--- src/rtl/uart_tx_cfg_if.sv ---
`default_nettype none
// ============================================================================
//  Module   : uart_tx_cfg_if
//  Brief    : Word handshake between a data source and the UART transmitter.
//  Revision : 1.0
// ============================================================================
interface uart_tx_cfg_if #(
    parameter int DATA_BITS = 8
) ();
    logic [DATA_BITS-1:0] i_data_tx;
    logic                 i_data_valid;
    logic                 o_data_ready;

    modport master (
        output i_data_tx,
        output i_data_valid,
        input  o_data_ready
    );

    modport slave (
        input  i_data_tx,
        input  i_data_valid,
        output o_data_ready
    );
endinterface
`default_nettype wire

--- src/rtl/uart_tx_cfg.sv ---
`default_nettype none
// ============================================================================
//  Module   : uart_tx_cfg
//  Brief    : Parametrised FIFO-fed UART transmitter, LSB first, no idle gap
//             between queued frames.
//  Revision : 1.0
// ============================================================================
module uart_tx_cfg #(
    parameter int CLK_FREQ   = 50_000_000,
    parameter int BAUD_RATE  = 9600,
    parameter int DATA_BITS  = 8,
    parameter int PARITY     = 0,
    parameter int STOP_BITS  = 1,
    parameter int FIFO_DEPTH = 4
) (
    input  logic                          i_clk_sys,
    input  logic                          i_rst,
    uart_tx_cfg_if.slave                  bus,
    output logic                          o_uart_tx,
    output logic                          o_busy,
    output logic [2:0]                    o_state,
    output logic                          o_baud_pulse,
    output logic [$clog2(FIFO_DEPTH):0]   o_fifo_level
);
    localparam int C_DIV   = CLK_FREQ / BAUD_RATE;
    localparam int C_CNT_W = (C_DIV > 2) ? $clog2(C_DIV) : 1;
    localparam int C_PTR_W = $clog2(FIFO_DEPTH);
    localparam int C_LVL_W = C_PTR_W + 1;
    localparam logic [C_CNT_W-1:0] C_CNT_MAX   = C_CNT_W'(C_DIV - 1);
    localparam logic [3:0]         C_IDX_LAST  = 4'(DATA_BITS - 1);
    localparam logic               C_STOP_LAST = 1'(STOP_BITS - 1);
    localparam logic [C_LVL_W-1:0] C_FULL      = C_LVL_W'(FIFO_DEPTH);

    typedef enum logic [2:0] {
        S_IDLE   = 3'd0,
        S_START  = 3'd1,
        S_DATA   = 3'd2,
        S_PARITY = 3'd3,
        S_STOP   = 3'd4
    } state_t;

    state_t                 state_q, state_d;
    logic [C_CNT_W-1:0]     cnt_q, cnt_d;
    logic [3:0]             idx_q, idx_d;
    logic [DATA_BITS-1:0]   shift_q, shift_d;
    logic                   par_q, par_d;
    logic                   stop_q, stop_d;
    logic [C_PTR_W-1:0]     wr_ptr_q, wr_ptr_d, rd_ptr_q, rd_ptr_d;
    logic [C_LVL_W-1:0]     level_q, level_d;
    logic                   ready_q, ready_d;
    logic                   tx_q, tx_d;
    logic                   pulse_q, pulse_d;
    logic                   busy_q, busy_d;
    logic [DATA_BITS-1:0]   mem_q [FIFO_DEPTH];

    logic                   w_push, w_pop, w_tick, w_nempty;
    logic [DATA_BITS-1:0]   w_head;

    assign w_push   = bus.i_data_valid && ready_q;
    assign w_nempty = (level_q != '0);
    assign w_head   = mem_q[rd_ptr_q];

    always_comb begin
        state_d = state_q;
        idx_d   = idx_q;
        shift_d = shift_q;
        par_d   = par_q;
        stop_d  = stop_q;
        w_pop   = 1'b0;
        w_tick  = (state_q != S_IDLE) && (cnt_q == C_CNT_MAX);

        case (state_q)
            S_IDLE:   w_pop = w_nempty;
            S_START:  if (w_tick) state_d = S_DATA;
            S_DATA: begin
                if (w_tick) begin
                    shift_d = shift_q >> 1;
                    idx_d   = idx_q + 4'd1;
                    if (idx_q == C_IDX_LAST)
                        state_d = (PARITY != 0) ? S_PARITY : S_STOP;
                end
            end
            S_PARITY: if (w_tick) state_d = S_STOP;
            S_STOP: begin
                if (w_tick) begin
                    if (stop_q == C_STOP_LAST) begin
                        w_pop = w_nempty;
                        if (!w_nempty) state_d = S_IDLE;
                    end else begin
                        stop_d = stop_q + 1'b1;
                    end
                end
            end
            default:  state_d = S_IDLE;
        endcase

        // Parity is fixed at load time from the whole word, before shifting.
        if (w_pop) begin
            state_d = S_START;
            shift_d = w_head;
            par_d   = (PARITY == 2) ? ^w_head : ~^w_head;
            idx_d   = 4'd0;
            stop_d  = 1'b0;
        end

        cnt_d = (state_q == S_IDLE || w_tick) ? '0 : cnt_q + C_CNT_W'(1);

        case (state_d)
            S_START:  tx_d = 1'b0;
            S_DATA:   tx_d = shift_d[0];
            S_PARITY: tx_d = par_d;
            default:  tx_d = 1'b1;
        endcase
        pulse_d = (state_d != S_IDLE) && (cnt_d == C_CNT_MAX);

        wr_ptr_d = w_push ? wr_ptr_q + C_PTR_W'(1) : wr_ptr_q;
        rd_ptr_d = w_pop  ? rd_ptr_q + C_PTR_W'(1) : rd_ptr_q;
        level_d  = level_q;
        if (w_push && !w_pop)
            level_d = level_q + C_LVL_W'(1);
        else if (!w_push && w_pop)
            level_d = level_q - C_LVL_W'(1);
        ready_d = (level_d != C_FULL);
        busy_d  = (state_d != S_IDLE) || (level_d != '0);
    end

    always_ff @(posedge i_clk_sys or posedge i_rst) begin
        if (i_rst) begin
            state_q  <= S_IDLE;
            cnt_q    <= '0;
            idx_q    <= '0;
            shift_q  <= '0;
            par_q    <= 1'b0;
            stop_q   <= 1'b0;
            wr_ptr_q <= '0;
            rd_ptr_q <= '0;
            level_q  <= '0;
            ready_q  <= 1'b0;
            tx_q     <= 1'b1;
            pulse_q  <= 1'b0;
            busy_q   <= 1'b0;
        end else begin
            state_q  <= state_d;
            cnt_q    <= cnt_d;
            idx_q    <= idx_d;
            shift_q  <= shift_d;
            par_q    <= par_d;
            stop_q   <= stop_d;
            wr_ptr_q <= wr_ptr_d;
            rd_ptr_q <= rd_ptr_d;
            level_q  <= level_d;
            ready_q  <= ready_d;
            tx_q     <= tx_d;
            pulse_q  <= pulse_d;
            busy_q   <= busy_d;
        end
    end

    // Storage needs no reset; the pointers define what is valid.
    always_ff @(posedge i_clk_sys) begin
        if (w_push) mem_q[wr_ptr_q] <= bus.i_data_tx;
    end

    assign bus.o_data_ready = ready_q;
    assign o_uart_tx        = tx_q;
    assign o_busy           = busy_q;
    assign o_state          = state_q;
    assign o_baud_pulse     = pulse_q;
    assign o_fifo_level     = level_q;
endmodule
`default_nettype wire

--- src/flat_wrapper.sv ---
// flat-port wrapper written by rule: the top's interface ports become plain ports
module uart_tx_cfg_flat 
#(
    parameter int CLK_FREQ   = 50_000_000,
    parameter int BAUD_RATE  = 9600,
    parameter int DATA_BITS  = 8,
    parameter int PARITY     = 0,
    parameter int STOP_BITS  = 1,
    parameter int FIFO_DEPTH = 4
)
  (i_clk_sys, i_rst, o_uart_tx, o_busy, o_state, o_baud_pulse, o_fifo_level, bus_i_data_tx, bus_i_data_valid, bus_o_data_ready);
  uart_tx_cfg_if #(.DATA_BITS(DATA_BITS)) bus_i ();
  input  logic i_clk_sys;
  input  logic i_rst;
  output logic o_uart_tx;
  output logic o_busy;
  output logic [2:0] o_state;
  output logic o_baud_pulse;
  output logic [$clog2(FIFO_DEPTH):0] o_fifo_level;
  input wire logic [$bits(bus_i.i_data_tx)-1:0] bus_i_data_tx;
  input wire logic [$bits(bus_i.i_data_valid)-1:0] bus_i_data_valid;
  output wire logic [$bits(bus_i.o_data_ready)-1:0] bus_o_data_ready;
  assign bus_i.i_data_tx = bus_i_data_tx;
  assign bus_i.i_data_valid = bus_i_data_valid;
  assign bus_o_data_ready = bus_i.o_data_ready;
  uart_tx_cfg #(.CLK_FREQ(CLK_FREQ), .BAUD_RATE(BAUD_RATE), .DATA_BITS(DATA_BITS), .PARITY(PARITY), .STOP_BITS(STOP_BITS), .FIFO_DEPTH(FIFO_DEPTH)) u_core (.i_clk_sys(i_clk_sys), .i_rst(i_rst), .bus(bus_i), .o_uart_tx(o_uart_tx), .o_busy(o_busy), .o_state(o_state), .o_baud_pulse(o_baud_pulse), .o_fifo_level(o_fifo_level));
endmodule
--- config.mk ---
export PLATFORM = sky130hd
export DESIGN_NAME = uart_tx_cfg_flat
export DESIGN_NICKNAME = d
export VERILOG_FILES = /design/src/rtl/uart_tx_cfg_if.sv /design/src/rtl/uart_tx_cfg.sv /design/src/flat_wrapper.sv
export SDC_FILE = /design/constraint.sdc
export NUM_CORES = 1
export LEC_CHECK = 0
export CAP_MARGIN = 10
export CORE_MARGIN = 5
export CORE_UTILIZATION = 30
export CTS_CLUSTER_DIAMETER = 50
export CTS_CLUSTER_SIZE = 28
export DETAILED_ROUTE_END_ITERATION = 12
export PLACE_DENSITY_LB_ADDON = 0.05
export SLEW_MARGIN = 20
export SYNTH_ARGS = -nofsm -noshare
export SYNTH_HDL_FRONTEND = slang
export SYNTH_SLANG_ARGS = --single-unit
export TNS_END_PERCENT = 50
--- constraint.sdc ---
create_clock -name i_clk_sys -period 7.23 [get_ports i_clk_sys]
set_input_delay 1.0845 -clock i_clk_sys [delete_from_list [all_inputs] [get_ports i_clk_sys]]
set_output_delay 1.0845 -clock i_clk_sys [all_outputs]
set_load 0.05 [all_outputs]
* After elaboration in Yosys (flattened, before gate mapping)
Memories as Yosys holds them, arrays and structs flattened. Cells that the tools add are included.
Storage, ports and cells: bits in registers 41, bits of input ports 11, memories 1, bits in writable memories 32, output and inout bits 10
Cells by class: add/subtract/negate cells 7, mux-type cells 29, reduce and logical (&&, ||, !) cells 20, eq/ne operators 11
Memories:
- u_core.mem_q | words 4, bits a word 8, read ports 1, clocked after Yosys merged registers in 0, write ports 1, RTL line uart_tx_cfg.sv:54 | logic [DATA_BITS-1:0] mem_q [FIFO_DEPTH];
Operator list (count):
- $mux W3 | 10
- $eq A13 B13 Y1 const B | 2
- $mux W8 | 3
- $pmux W3 S5 | 1
- $add A13 B1 Y13 const B | 1
- $mux W13 | 1
- $eq A3 B2 Y1 const B | 4
- $mux W4 | 3
- $reduce_bool A3 Y1 | 4
- $mux W1 | 9
- $reduce_xnor A8 Y1 | 1
- $eq A3 B1 Y1 const B | 2
- $reduce_bool A2 Y1 | 3
- $logic_and A1 B1 Y1 | 5
- $add A2 B1 Y2 const B | 2
- $add A4 B1 Y4 const B | 1
- $eq A4 B3 Y1 const B | 1
- $reduce_and A2 Y1 | 2
- $add A3 B1 Y3 const B | 1
- $eq A3 B3 Y1 const B | 1
- $logic_not A3 Y1 | 1
- $ne A3 B3 Y1 const B | 1
- $pmux W1 S3 | 1
- $sub A3 B1 Y3 const B | 1
- 4 further kinds | 6

* Longest topological paths before layout
Gate-level depths: netlist of the first run.
word-level depth 9, mapped depth 8, gate-level depth less buffers 8

* Least setup slack after synthesis of the first run
Ideal clock, no wire load.
path kind reg-to-reg, start reg u_core.level_q[0], in the netlist u_core.o_fifo_level[0], end reg u_core.level_q[1], in the netlist u_core.o_fifo_level[1], cell stages (with the launch flop) 9, arrival time 2165 ps, buffers on the path 0, setup time 131 ps, data required time 7099 ps, setup slack 4934 ps, cells stage by stage dfrtp_1 inv_1 ha_1 ha_1 or3_1 nor2_2 nor2_1 o211ai_1 o21ai_0
Between the ends: cells in the longest elaborated chain, start to end 7
RTL lines:
- from (decl) | RTL line uart_tx_cfg.sv:49 | logic [C_LVL_W-1:0] level_q, level_d;
- from (signal assigned) | RTL line uart_tx_cfg.sv:151 | level_q <= level_d;
- $reduce_bool A3 Y1 | RTL line uart_tx_cfg.sv:60 | assign w_nempty = (level_q != '0);
- $mux W1 | RTL line uart_tx_cfg.sv:86 | if (stop_q == C_STOP_LAST) begin
- $mux W1 | RTL line uart_tx_cfg.sv:85 | if (w_tick) begin
- $pmux W1 S2 | RTL line uart_tx_cfg.sv:72 | case (state_q)
- $logic_and A1 B1 Y1 / $logic_not A1 Y1 (equally long branches) | RTL line uart_tx_cfg.sv:121, uart_tx_cfg.sv:119
- $mux W3 / $logic_and A1 B1 Y1 (equally long branches) | RTL line uart_tx_cfg.sv:121, uart_tx_cfg.sv:119
- $mux W3 (*) | RTL line uart_tx_cfg.sv:119 | if (w_push && !w_pop)
- via u_core.level_d[1] | RTL line uart_tx_cfg.sv:49
Mark *: on every way through the listed nets, which the timed path passes. The rest lies on a longest branch. A chain may end at the register's enable or synchronous reset.

* Final worst setup path of the first run
start reg u_core.cnt_q[7], end reg u_core.tx_q, in the netlist u_core.o_uart_tx
Between the ends: cells in the longest elaborated chain, start to end 7
RTL lines:
- from (decl) | RTL line uart_tx_cfg.sv:43 | logic [C_CNT_W-1:0] cnt_q, cnt_d;
- from (signal assigned) | RTL line uart_tx_cfg.sv:144 | cnt_q <= cnt_d;
- $eq A13 B13 Y1 (*) | RTL line uart_tx_cfg.sv:70 | w_tick = (state_q != S_IDLE) && (cnt_q == C_CNT_MAX);
- $logic_and A1 B1 Y1 (*) | RTL line uart_tx_cfg.sv:70
- $mux W3, or another cell as far along | RTL line uart_tx_cfg.sv:85
- $pmux W3 S5 / $pmux W1 S2 (equally long branches) | RTL line uart_tx_cfg.sv:72
- $mux W3 | RTL line uart_tx_cfg.sv:98 | if (w_pop) begin
- $eq A3 B2 Y1 / $eq A3 B1 Y1 (equally long branches) | RTL line uart_tx_cfg.sv:108 | case (state_d)
- $pmux W1 S3 (*) | RTL line uart_tx_cfg.sv:108
- via u_core.tx_d | RTL line uart_tx_cfg.sv:51 | logic tx_q, tx_d;
- to (signal assigned) | RTL line uart_tx_cfg.sv:153 | tx_q <= tx_d;
- to (decl) | RTL line uart_tx_cfg.sv:51
Mark *: on every way through the listed nets, which the timed path passes. The rest lies on a longest branch. The select of a mux whose other input is x is not followed.

==> impl_metrics.csv, run 1 <==
group,metric,value,unit
route,vias_per_cell,4.65,
grt,grt_pass1_vias,2149,
synthesis,yosysTopAreaCell,"dfrtp_1",
sta,tightest_slew,0.921,ns
worst_setup_path,start_kind,"register",
sta,hold_viol,0,
synthesis,yosysWarnings,0,
sta,rsz0062_at_grt,"false",
synthesis,synth_edf_count,32,
route,antenna_left,0,
synthesis,yosysSeqAreaShare,58.1,%
floorplanning,die_area,13500,sq um
clocking,cts_resized,0,
synthesis,synth_area,3380,sq um
worst_setup_path,critPathSlowestCell,"nor4b_4",
grt,grt_max_degree,41,
floorplanning,die_x,116,um
cells_and_area,nets,304,
floorplanning,coreArea,10900,sq um
synthesis,synth_nets,279,
worst_setup_path,cp_data_required_time,7.48,ns
route,totalWireLength,6630,um
synthesis,synthTopCellsByArea,"dfrtp_1, edfxtp_1, mux4_2",
min_path,hold_path.class,"reg -> reg",
clocking,clk-insertion-delay-late,0.33,ns
place,place_congestion,0.730,
sta,fin_tns_setup,0,ns
power_and_ir_drop,powerDensity,286,nW/um^2
flow_run,drv_cap,0,
worst_setup_path,crit_arrival,3.17,ns
worst_setup_path,critPathMaxStageDelay,0.79,ns
clocking,clk_pin_slew_worst_paths,0.06,ns
worst_setup_path,critical_path_class,"reg -> reg",
grt,overflow,0,
floorplanning,row_count,38,
route,firstDrtPassIters,4,
synthesis,ys_ff_latch,72,
cells_and_area,drive_gt1_share,13.5,%
floorplanning,fp.dieH,116,um
grt,grt_usage,10.9,%
place,port-buffer-count,20,
sta,fmax,343,MHz
cells_and_area,syn_to_final_growth,18.3,%
clocking,cts_hold_repair.buffers,0,
sta,period_needed,2.91,ns
clocking,cts_tree,"yes",
route,via_count,1996,
synthesis,synth.top_cell.area_share,28.9,%
route,drtIter0Drc,75,
floorplanning,start_util,30.9,%
clocking,clock_sinks,72,
route,drt-wirelength-per-cell,15.4,um
power_and_ir_drop,ir_worst_vdd,0.139,mV
floorplanning,boundaryPins,21,
sta,maxSlewViolCount,0,
worst_setup_path,crit_chain,"or4b_1 > or4_4 > nor4b_4 > mux2i_1 > a21oi_1 > a31o_1",
clocking,cts_buffers,9,
sta,finalCritPeriodShare,40.3,%
synthesis,synthArstFlopShare,55.6,%
synthesis,synthCells,259,
synthesis,avgSynthCellArea,13.0,sq um
sta,setup_viol,0,
cells_and_area,antenna_cells,0,
grt,antenna_found_initial,0,
place,hpwlAfterDp,4640,um
clocking,cts_root_buf,"clkbuf_16",
cells_and_area,layout_common_cells,"dfrtp_1, edfxtp_1, nand2_1, nor2_1",
worst_setup_path,critical_path_peak_fanout,12,
outcome,run_status,"finished, final reports clean",
cells_and_area,layout_commonest_cell,"dfrtp_1",
grt,grt_pass1_wl,11300,um
sta,slew_headroom,38.3,%
synthesis,synth_flop_cell,"dfrtp_1",
clocking,cts_setup_buffers,0,
clocking,htree_levels,3,
synthesis,synth_cell_types,52,
worst_setup_path,crit_path_end_kind,"register",
route,drcViolationCount,0,
power_and_ir_drop,fin_total_pwr,0.00115,W
power_and_ir_drop,power.leakage,1.53,nW
sta,finClkSkew,0.00841,ns
clocking,clk_path_buf_depth,2,
==> power by group <==
group / total [W] / leakage, nW / switching (W) / internal, W
logic: 0.000212 / 0.608 / 0.000124 / 0.0000877
registers: 0.000507 / 0.786 / 0.0000246 / 0.000482
clock network: 0.000427 / 0.135 / 0.000188 / 0.000239
total: 0.00114 / 1.53 / 0.000336 / 0.000809
==> routing by layer <==
layer	track usage (%)	up-vias	part of all wire, %
met5	0	-	0
met4	4.41	0	1.4
met3	2.33	6	2.4
met2	17.0	20	46
met1	15.1	977	50
li1	-	993	-
==> final cells by class <==
type / count / area [sq um]
clock buffers: 9 / 225
fillers: 1110 / 6940
repair buffers: 22 / 215
clock inverters: 7 / 61.3
flip-flops and latches: 72 / 1960
multi-input cells: 170 / 1330
well taps: 140 / 175
inverters: 9 / 33.8
==> metrics by stage <==
stage,cell area (sq um),util (%),worst slack [ns],instances,hold slack (ns)
floorplan,3380,-,4.93,259,0.459
global placement,3710,33.9,4.35,413,0.499
detailed placement,3710,33.9,4.29,413,0.499
CTS,4000,36.6,4.28,429,0.514
global route,4000,36.6,4.11,429,0.556
finish,4000,36.6,4.32,429,0.510
==> critical path, delay by kind of cell (launching register included) <==
kind            cells  cell delay [ns]
compound gates      2             0.28
flops               1             0.44
simple gates        3             1.80
mux                 1             0.33
==> path summary, 6_finish.rpt <==
kind,endpoint,start,depth (start not counted),slack (ns)
hold / removal,u_core.cnt_q[0],u_core.cnt_q[0],1,0.51
min in group asynchronous,u_core.idx_q[0],i_rst,3,1.19
setup reg to reg,u_core.o_uart_tx,u_core.cnt_q[7],6,4.32
setup / recovery,u_core.o_uart_tx,u_core.cnt_q[7],6,4.32
max in group asynchronous,u_core.o_uart_tx,i_rst,3,5.65
hold reg to reg,u_core.cnt_q[0],u_core.cnt_q[0],1,0.51
==> registers in the layout, summed over array words and instances (netlist names) <==
register	count
u_core.o_fifo_level	3
u_core.shift_q	8
u_core.o_state	3
u_core.o_baud_pulse	1
u_core.rd_ptr_q	2
u_core.par_q	1
u_core.o_uart_tx	1
u_core.cnt_q	13
u_core.idx_q	4
u_core.bus.o_data_ready	1
u_core.o_busy	1
u_core.mem_q	32
u_core.wr_ptr_q	2
==> kinds of logic after synthesis <==
kind of cell	after synthesis	synth area share, %
buffers and inverters	17	2.70
and+or+nand+nor	84	14.1
muxes	19	8.63
AOI/OAI and AO/OA	29	5.59
xor gates and xnor gates	29	7.52
DFF	72	58.1
adders and majority gates	9	3.33
==> synth_stat cells, types with 2 or more instances <==
master	instances
nand4_1	3
o21ai_0	9
nand3_1	7
mux4_2	8
edfxtp_1	32
nor2_1	21
dfrtp_1	39
nand2_1	21
clkbuf_1	3
o21ai_1	5
xnor2_1	20
or4bb_1	2
and4_1	4
nand3b_1	2
ha_1	9
a21o_1	2
and3_1	7
inv_1	9
mux2i_1	10
xor2_1	9
nor3_1	2
buf_6	2
a21oi_1	3
nor2_2	2
No activity file was read; power rests on OpenSTA's default activity.
==> run 2, diff against run 1 <==
Clock period 7.23 ns to 2.75 ns, I/O delays scaled along.
==> impl_metrics.csv, run 2 (synthesis gave the netlist of run 1 again) <==
group,metric,value,unit
clocking,cts_root_buf,"clkbuf_16",
power_and_ir_drop,fin_total_pwr,0.00311,W
route,via_count,2029,
grt,overflow,0,
place,place_congestion,0.690,
route,drt-wirelength-per-cell,15.5,um
worst_setup_path,crit_chain,"or4b_1 > or4_4 > nor4b_4 > buf_4 > nand4_1 > xnor2_1 > nor2_1",
worst_setup_path,crit_arrival,2.63,ns
worst_setup_path,crit_buf_inv,1,
clocking,clk_path_buf_depth,2,
grt,grt_usage,11.3,%
sta,fmax,416,MHz
clocking,htree_levels,3,
cells_and_area,largest_reg_flops,32,
route,drcViolationCount,0,
worst_setup_path,start_kind,"register",
clocking,cts_hold_repair.buffers,0,
floorplanning,boundaryPins,21,
worst_setup_path,critPathMaxStageDelay,0.54,ns
cells_and_area,multiInputGateArea,1330,sq um
worst_setup_path,cp_data_required_time,2.97,ns
route,totalWireLength,6750,um
worst_setup_path,critPathSlowestCell,"or4b_1",
sta,setup_viol,0,
cells_and_area,drive_gt1_share,15.9,%
sta,finalCritPeriodShare,87.5,%
clocking,cts_tree,"yes",
min_path,hold_path.class,"in -> async",
flow_run,drv_cap,0,
sta,period_needed,2.41,ns
grt,grt_max_degree,29,
floorplanning,die_x,116,um
cells_and_area,syn_to_final_growth,20.6,%
floorplanning,die_area,13500,sq um
worst_setup_path,critical_path_class,"reg -> reg",
sta,hold_viol,0,
grt,grt_pass1_vias,2120,
route,firstDrtPassIters,4,
worst_setup_path,rrSetupSlack,0.34,ns
sta,fin_tns_setup,0,ns
power_and_ir_drop,power.leakage,1.58,nW
place,port-buffer-count,20,
grt,grt_pass1_wl,11500,um
floorplanning,start_util,30.9,%
cells_and_area,seq_area,1960,sq um
sta,tightest_slew,0.601,ns
clocking,clk_pin_slew_worst_paths,0.07,ns
cells_and_area,regMostFlops,"u_core.mem_q",
cells_and_area,layout_common_cells,"dfrtp_1, edfxtp_1, nand2_1, nor2_1",
clocking,cts_buffers,9,
sta,finClkSkew,0.00930,ns
place,hpwlAfterDp,4820,um
outcome,run_status,"finished, final reports clean",
clocking,cts_resized,0,
sta,slew_headroom,59.9,%
cells_and_area,antenna_cells,0,
worst_setup_path,critical-path-top-delay-family,"simple AND/OR/NAND/NOR gates",
sta,rsz0062_at_grt,"false",
floorplanning,row_count,38,
worst_setup_path,rr_startpoint,"u_core.cnt_q[7]",
worst_setup_path,critical_path_peak_fanout,11,
grt,antenna_found_initial,0,
clocking,cts_setup_buffers,0,
clocking,clock_sinks,72,
power_and_ir_drop,powerDensity,764,nW/um^2
route,drtIter0Drc,66,
sta,maxSlewViolCount,0,
cells_and_area,fillers,1075,
worst_setup_path,crit_path_end_kind,"register",
route,vias_per_cell,4.65,
cells_and_area,reg.largest.list,"u_core.mem_q x32, u_core.cnt_q x13, u_core.shift_q x8",
floorplanning,fp.dieH,116,um
worst_setup_path,r2r_cells,7,
worst_setup_path,r2r-end,"u_core.idx_q[3]",
route,antenna_left,0,
power_and_ir_drop,ir_worst_vdd,0.373,mV
floorplanning,coreArea,10900,sq um
cells_and_area,nets,311,
clocking,clk-insertion-delay-late,0.33,ns
cells_and_area,layout_commonest_cell,"dfrtp_1",
## run 2: cell types whose count changed in the layout (fill, tap and decap cells not counted), sizes merged
cell and delta:
inv +1, clkinvlp -1, buf +7, clkinv -1, bufinv +1
## run 2: worst register-to-register path: stages, from the launching register on
cell and delay [ns]:
dfrtp_1 0.43, or4b_1 0.54, or4_4 0.47, nor4b_4 0.27, buf_4 0.27, nand4_1 0.13
xnor2_1 0.15, nor2_1 0.05
## run 2: per-stage QoR
step	worst slack (ns)	hold WS, ns	cells	util (%)	instance area [sq um]
finish	0.345	0.466	436	37.3	4080
floorplan	0.454	0.459	259	-	3380
CTS	0.316	0.499	436	37.3	4080
detailed placement	0.331	0.491	420	34.4	3760
global route	0.198	0.528	436	37.3	4080
global placement	0.316	0.492	420	34.4	3760
## run 2: final cells by class
class	instances	share of cell area (%)
multi-input cells	170	32.5
repair buffers	29	6.57
clock inverters	7	2.12
well taps	140	4.30
inverters	9	0.829
flip-flops and latches	72	48.2
clock buffers	9	5.52
## run 2: worst max-delay path by stage
stage	startpoint	end	slack [ns]	cells past startpoint
6_report	u_core.cnt_q[7]	u_core.idx_q[3]	0.34	7
5_1_grt	u_core.cnt_q[7]	u_core.shift_q[1]	0.20	6
4_1_cts	u_core.cnt_q[7]	u_core.idx_q[3]	0.32	7
3_5_place_dp	u_core.cnt_q[7]	u_core.idx_q[3]	0.33	7
3_3_place_gp	u_core.cnt_q[7]	u_core.idx_q[3]	0.32	7
2_1_floorplan	u_core.o_fifo_level[0]	u_core.o_fifo_level[1]	0.45	8
## run 2: report_power, final
part | switching [W] | total [W] | internal, W
Combinational | 0.000325 | 0.000558 | 0.000233
Clock | 0.000503 | 0.00123 | 0.000724
Sequential | 0.0000637 | 0.00133 | 0.00127
## run 2: layer usage
metal  up-vias  track usage [%]  part of all wire [%]
met4         0             3.94                   1.5
met1       988             16.2                    50
li1       1007                -                     -
met2        24             16.4                    46
met3        10             3.37                   3.0
met5         -                0                     0
==> run 3, diff against run 2 <==
Settings changed: CAP_MARGIN 10 to unset.
==> results of run 3 <==
No change in the layout: final DEF, timing and power equal those of run 2.
